File: config.mk
export PLATFORM = sky130hd
export DESIGN_NAME = l2_arbiter
export DESIGN_NICKNAME = d
export VERILOG_FILES = /design/src/rtl/l2_arbiter_pkg.sv /design/src/rtl/l2_arbiter.sv
export SDC_FILE = /design/constraint.sdc
export NUM_CORES = 1
export LEC_CHECK = 0
export CAP_MARGIN = 10
export CORE_AREA = 2 2 533 535
export DETAILED_ROUTE_END_ITERATION = 12
export DIE_AREA = 0 0 535 537
export PLACE_DENSITY_LB_ADDON = 0.2
export SETUP_SLACK_MARGIN = 0.4
export SLEW_MARGIN = 20
export SYNTH_ARGS = -nofsm -noshare
export SYNTH_HDL_FRONTEND = slang
export SYNTH_SLANG_ARGS = --single-unit
File: constraint.sdc
create_clock -name clk -period 4 [get_ports clk]
set_input_delay 0.8 -clock clk [delete_from_list [all_inputs] [get_ports clk]]
set_output_delay 0.8 -clock clk [all_outputs]
set_load 0.02 [all_outputs]
File: src/rtl/l2_arbiter_pkg.sv
// Shared types for the L2 port arbiter: FSM state and requester identity.
package l2_arb_types;

    // Arbiter FSM: idle, or one whole-line transaction granted to a side
    typedef enum logic [1:0] {
        IDLE    = 2'd0,
        GRANT_I = 2'd1,
        GRANT_D = 2'd2
    } l2_arb_state_t;

    // Requester identity, used to remember who was granted last
    typedef enum logic {
        REQ_I = 1'b0,
        REQ_D = 1'b1
    } l2_arb_req_t;

endpackage

File: src/rtl/l2_arbiter.sv
// Round-robin arbiter sharing the single L2 cache port between the L1
// I-side miss path and the L1 D-side miss/writeback path. One whole-line
// transaction is granted at a time; address, data and response pass
// through unmodified for the granted side. Outputs are purely
// combinational from state plus inputs.
module l2_arbiter
    import l2_arb_types::*;
#(
    parameter int addr_width = 32,
    parameter int line_width = 256
) (
    input  logic                  clk,
    input  logic                  rst,
    // I-side requester
    input  logic                  i_read,
    input  logic [addr_width-1:0] i_addr,
    output logic [line_width-1:0] i_rdata,
    output logic                  i_resp,
    // D-side requester
    input  logic                  d_read,
    input  logic                  d_write,
    input  logic [addr_width-1:0] d_addr,
    input  logic [line_width-1:0] d_wdata,
    output logic [line_width-1:0] d_rdata,
    output logic                  d_resp,
    // L2 port
    output logic                  l2_read,
    output logic                  l2_write,
    output logic [addr_width-1:0] l2_addr,
    output logic [line_width-1:0] l2_wdata,
    input  logic [line_width-1:0] l2_rdata,
    input  logic                  l2_resp
);

    l2_arb_state_t r_state;
    l2_arb_state_t w_state_next;
    l2_arb_req_t   r_last_grant;
    l2_arb_req_t   w_last_grant_next;

    logic w_i_req;
    logic w_d_req;

    assign w_i_req = i_read;
    assign w_d_req = d_read | d_write;

    // State and round-robin history; reset leaves last_grant = D so the
    // I-side wins the first tie. Reset mid-grant simply abandons it.
    always_ff @(posedge clk) begin
        if (!rst) begin
            r_state      <= IDLE;
            r_last_grant <= REQ_D;
        end else begin
            r_state      <= w_state_next;
            r_last_grant <= w_last_grant_next;
        end
    end

    // Next-state and grant selection; a grant is held until l2_resp,
    // then one IDLE bubble lets the requester drop its request.
    always_comb begin
        w_state_next      = r_state;
        w_last_grant_next = r_last_grant;
        unique case (r_state)
            IDLE: begin
                if (w_i_req && w_d_req) begin
                    if (r_last_grant == REQ_I) begin
                        w_state_next      = GRANT_D;
                        w_last_grant_next = REQ_D;
                    end else begin
                        w_state_next      = GRANT_I;
                        w_last_grant_next = REQ_I;
                    end
                end else if (w_i_req) begin
                    w_state_next      = GRANT_I;
                    w_last_grant_next = REQ_I;
                end else if (w_d_req) begin
                    w_state_next      = GRANT_D;
                    w_last_grant_next = REQ_D;
                end
                // l2_resp in IDLE is stray and ignored
            end
            GRANT_I: begin
                if (l2_resp) begin
                    w_state_next = IDLE;
                end
            end
            GRANT_D: begin
                if (l2_resp) begin
                    w_state_next = IDLE;
                end
            end
            default: begin
                w_state_next = IDLE;
            end
        endcase
    end

    // Output mux: route the granted side to L2 and the L2 response back;
    // the non-granted side and the idle port see all zeros.
    always_comb begin
        l2_read  = 1'b0;
        l2_write = 1'b0;
        l2_addr  = '0;
        l2_wdata = '0;
        i_resp   = 1'b0;
        i_rdata  = '0;
        d_resp   = 1'b0;
        d_rdata  = '0;
        unique case (r_state)
            GRANT_I: begin
                l2_read = 1'b1;
                l2_addr = i_addr;
                i_resp  = l2_resp;
                i_rdata = l2_rdata;
            end
            GRANT_D: begin
                // A writeback takes precedence if both are asserted
                l2_write = d_write;
                l2_read  = d_read & ~d_write;
                l2_addr  = d_addr;
                l2_wdata = d_wdata;
                d_resp   = l2_resp;
                d_rdata  = l2_rdata;
            end
            default: begin
            end
        endcase
    end

endmodule
==> results.sh <==
export IMPL_cp_slowest_stage_delay_ns=0.85
export IMPL_num_vias=13096
export IMPL_async_flop_share=0
export IMPL_synthCells=955
export IMPL_finalCriticalPeriod_ns=3.47
export IMPL_startpoint_type="flop"
export IMPL_syn_num_nets=1541
export IMPL_drive_above_1_share=0.0950
export IMPL_rsz0062_at_grt="false"
export IMPL_end_kind="output port"
export IMPL_start_util=0.0213
export IMPL_max_freq_mhz=289
export IMPL_fp_dieH_um=537
export IMPL_p_switching_mw=2.83
export IMPL_pin_count=1386
export IMPL_io_buffers=1385
export IMPL_cts_buffers=3
export IMPL_slowest_stage="clkdlybuf4s50_1"
export IMPL_nets=2881
export IMPL_worst_pin_slew_ns=0.712
export IMPL_clockBufferDepth=2
export IMPL_gp_congestion=0.930
export IMPL_maxCapViolations=0
export IMPL_worstPathArrival_ns=2.67
export IMPL_report_final_slew_viol_count=0
export IMPL_wirelength_mm=203
export IMPL_tritoncts="done"
export IMPL_root_buffer="clkbuf_16"
export IMPL_syn_area_mm2=0.00598
export IMPL_cp_cell_sequence="inv_1, ha_4, buf_4, buf_12, buf_4, and2_1, clkdlybuf4s50_1"
export IMPL_ys_seq_elements=3
export IMPL_drc=0
export IMPL_relSlewSlack=0.524
export IMPL_synth_flop_cell="dfxtp_1"
export IMPL_setup_viol=0
export IMPL_p_per_area_mw_per_mm2=206
export IMPL_fin_util=0.0864
export IMPL_hp_class="flop to flop"
export IMPL_detailed_place_hpwl_mm=194
export IMPL_crit_required_ns=3.20
export IMPL_cpMostUsedCell="buf_4"
export IMPL_hold_buffers=0
export IMPL_drtPass1Iterations=4
export IMPL_crit_type="flop to output port"
export IMPL_synth_edff_count=0
export IMPL_grt_overflow=0
export IMPL_p_int_mw=2.17
export IMPL_dp_cells=6027
export IMPL_ys_seq_area_frac=0.0100
export IMPL_insertion_delay_ns=0.22
export IMPL_grt_max_degree=91
export IMPL_crit_fanout=37
export IMPL_p_sw_frac=0.567
export IMPL_critPathBufInv=5
export IMPL_rows=195
export IMPL_areaGrowthSynthToFinish_pct=306
export IMPL_seqPwrFrac=0.008
export IMPL_critical_path_top_delay_family="buffers and inverters"
export IMPL_htreeDepth=1
export IMPL_pwr_share_clk=0.031
export IMPL_gr_usage_all_layers=0.135
export IMPL_status="finished clean"
export IMPL_ir_drop_mv=0.123
export IMPL_yosys_warnings=0
export IMPL_core_mm2=0.281
export IMPL_skew_ns=0.00112
export IMPL_power_frac_comb=0.960
export IMPL_final_cells=6084
export IMPL_grt_pass1_vias=13543
export IMPL_syn_avg_cell_area_um2=6.27
export IMPL_die_area_mm2=0.287
export IMPL_antenna_found_initial=186
export IMPL_vias_per_cell=2.15
export IMPL_fin_setup_tns_ns=0
export IMPL_cts_sinks=3
export IMPL_grt_pass1_wl_mm=233
export IMPL_leakagePower_nw=8.11
export IMPL_clkTransAtPathRegs_ns=0.03
export IMPL_final_hold_viol_count=0
export IMPL_ys_types=21
export IMPL_timing_final_crit_share=0.866
export IMPL_drtIter0Drc=451
export IMPL_wl_per_cell_um=33.4
export IMPL_ant_nets=0
export IMPL_die_w_um=535
per-layer routing:
| layer | up-vias | track usage | wire [µm] |
|---|---|---|---|
| met3 | 246 | 0.0391 | 16000 |
| met1 | 6021 | 0.178 | 91600 |
| met4 | 40 | 0.0113 | 3000 |
| met2 | 1165 | 0.225 | 92500 |
| li1 | 5624 | - | - |
| met5 | - | 0 | 251 |
metrics by stage:
step	power [mW]	instance area [µm²]	setup slack [ns]	hold WS, ns
6_report	5.00	24300	0.535	0.528
5_1_grt	5.29	24200	0.444	0.545
3_5_place_dp	4.99	24000	0.465	0.505
2_1_floorplan	1.73	5980	1.87	0.478
4_1_cts	5.20	24200	0.450	0.521
3_3_place_gp	5.02	24000	0.457	0.515
repair_timing:
item / 4_1_cts / 5_1_grt
setup endpoints to repair: 6 / 0
gates resized for setup: 0 / 0
buffers inserted: 6 / 0
flip-flops by register name, summed over array words and instances (netlist names):
register and count:
r_last_grant 1, r_state 2
cells by family (layout without fill, tap and decap cells):
logic type               count (synthesis)  count (layout)  synth area share
flip-flops                               3               3            0.0100
buffers and inverters                   98            1437            0.0861
other                                    0              47                 0
AND/OR/NAND/NOR                        812             812             0.847
AO/OA/AOI/OAI                           38              38            0.0485
adder cells (fa/ha/maj)                  4               4           0.00836
worst reg2reg max path, stage by stage (launching register included):
cell      delay, ns
dfxtp_1        0.40
inv_1          0.14
ha_1           0.65
buf_4          0.27
nand2b_2       0.08
a21boi_1       0.15
o32ai_1        0.23
cells in the final DEF (no fill, tap or decap):
| cell | count |
|---|---|
| buf_4 | 200 |
| diode_2 | 47 |
| ha_4 | 2 |
| a21boi_1 | 1 |
| a21o_1 | 1 |
| o21a_1 | 1 |
| clkdlybuf4s50_1 | 1218 |
| nand2b_2 | 1 |
| ha_1 | 2 |
| a221o_1 | 1 |
| and2_1 | 771 |
| buf_12 | 12 |
| nor2_1 | 3 |
| inv_1 | 3 |
| nor2b_1 | 33 |
| nand2_1 | 2 |
| a22oi_1 | 32 |
| nand3_1 | 1 |
| nand4_1 | 1 |
| clkbuf_16 | 3 |
| o32ai_1 | 2 |
| clkbuf_1 | 1 |
| dfxtp_1 | 3 |
cells in the mapped netlist (all sizes together) (2+ instances only):
library cell,instances,area (µm²)
and2,771,4820
clkbuf,73,355
nor2b,33,206
a22oi,32,240
buf,22,149
ha,4,50.1
dfxtp,3,60.1
inv,3,11.3
nor2,3,11.3
nand2,2,7.51
o32ai,2,17.5
final timing paths:
check                           slack (ns)  cells after the start           end         start
worst min register to register        0.53                      1  r_last_grant  r_last_grant
worst min-delay path                  0.53                      1  r_last_grant  r_last_grant
worst max-delay path                  0.53                      7        d_resp    r_state[0]
worst max register to register        1.97                      6    r_state[1]    r_state[1]
power by group through the flow:
stage	clock network, mW	logic, mW	registers [mW]
floorplan	0	1.69	0.0377
global placement	0	4.98	0.0403
detailed placement	0	4.95	0.0402
CTS	0.160	5.00	0.0403
global route	0.166	5.08	0.0409
finish	0.157	4.80	0.0403
cell type report:
type | count | area [µm²]
well taps | 3743 | 4680
clock buffers | 4 | 78.8
repair buffers | 1430 | 13900
fillers | 32992 | 257000
flip-flops and latches | 3 | 60.1
multi-input cells | 854 | 5430
inverters | 3 | 11.3
diodes | 47 | 118
Power figures use the tool's default switching activity.
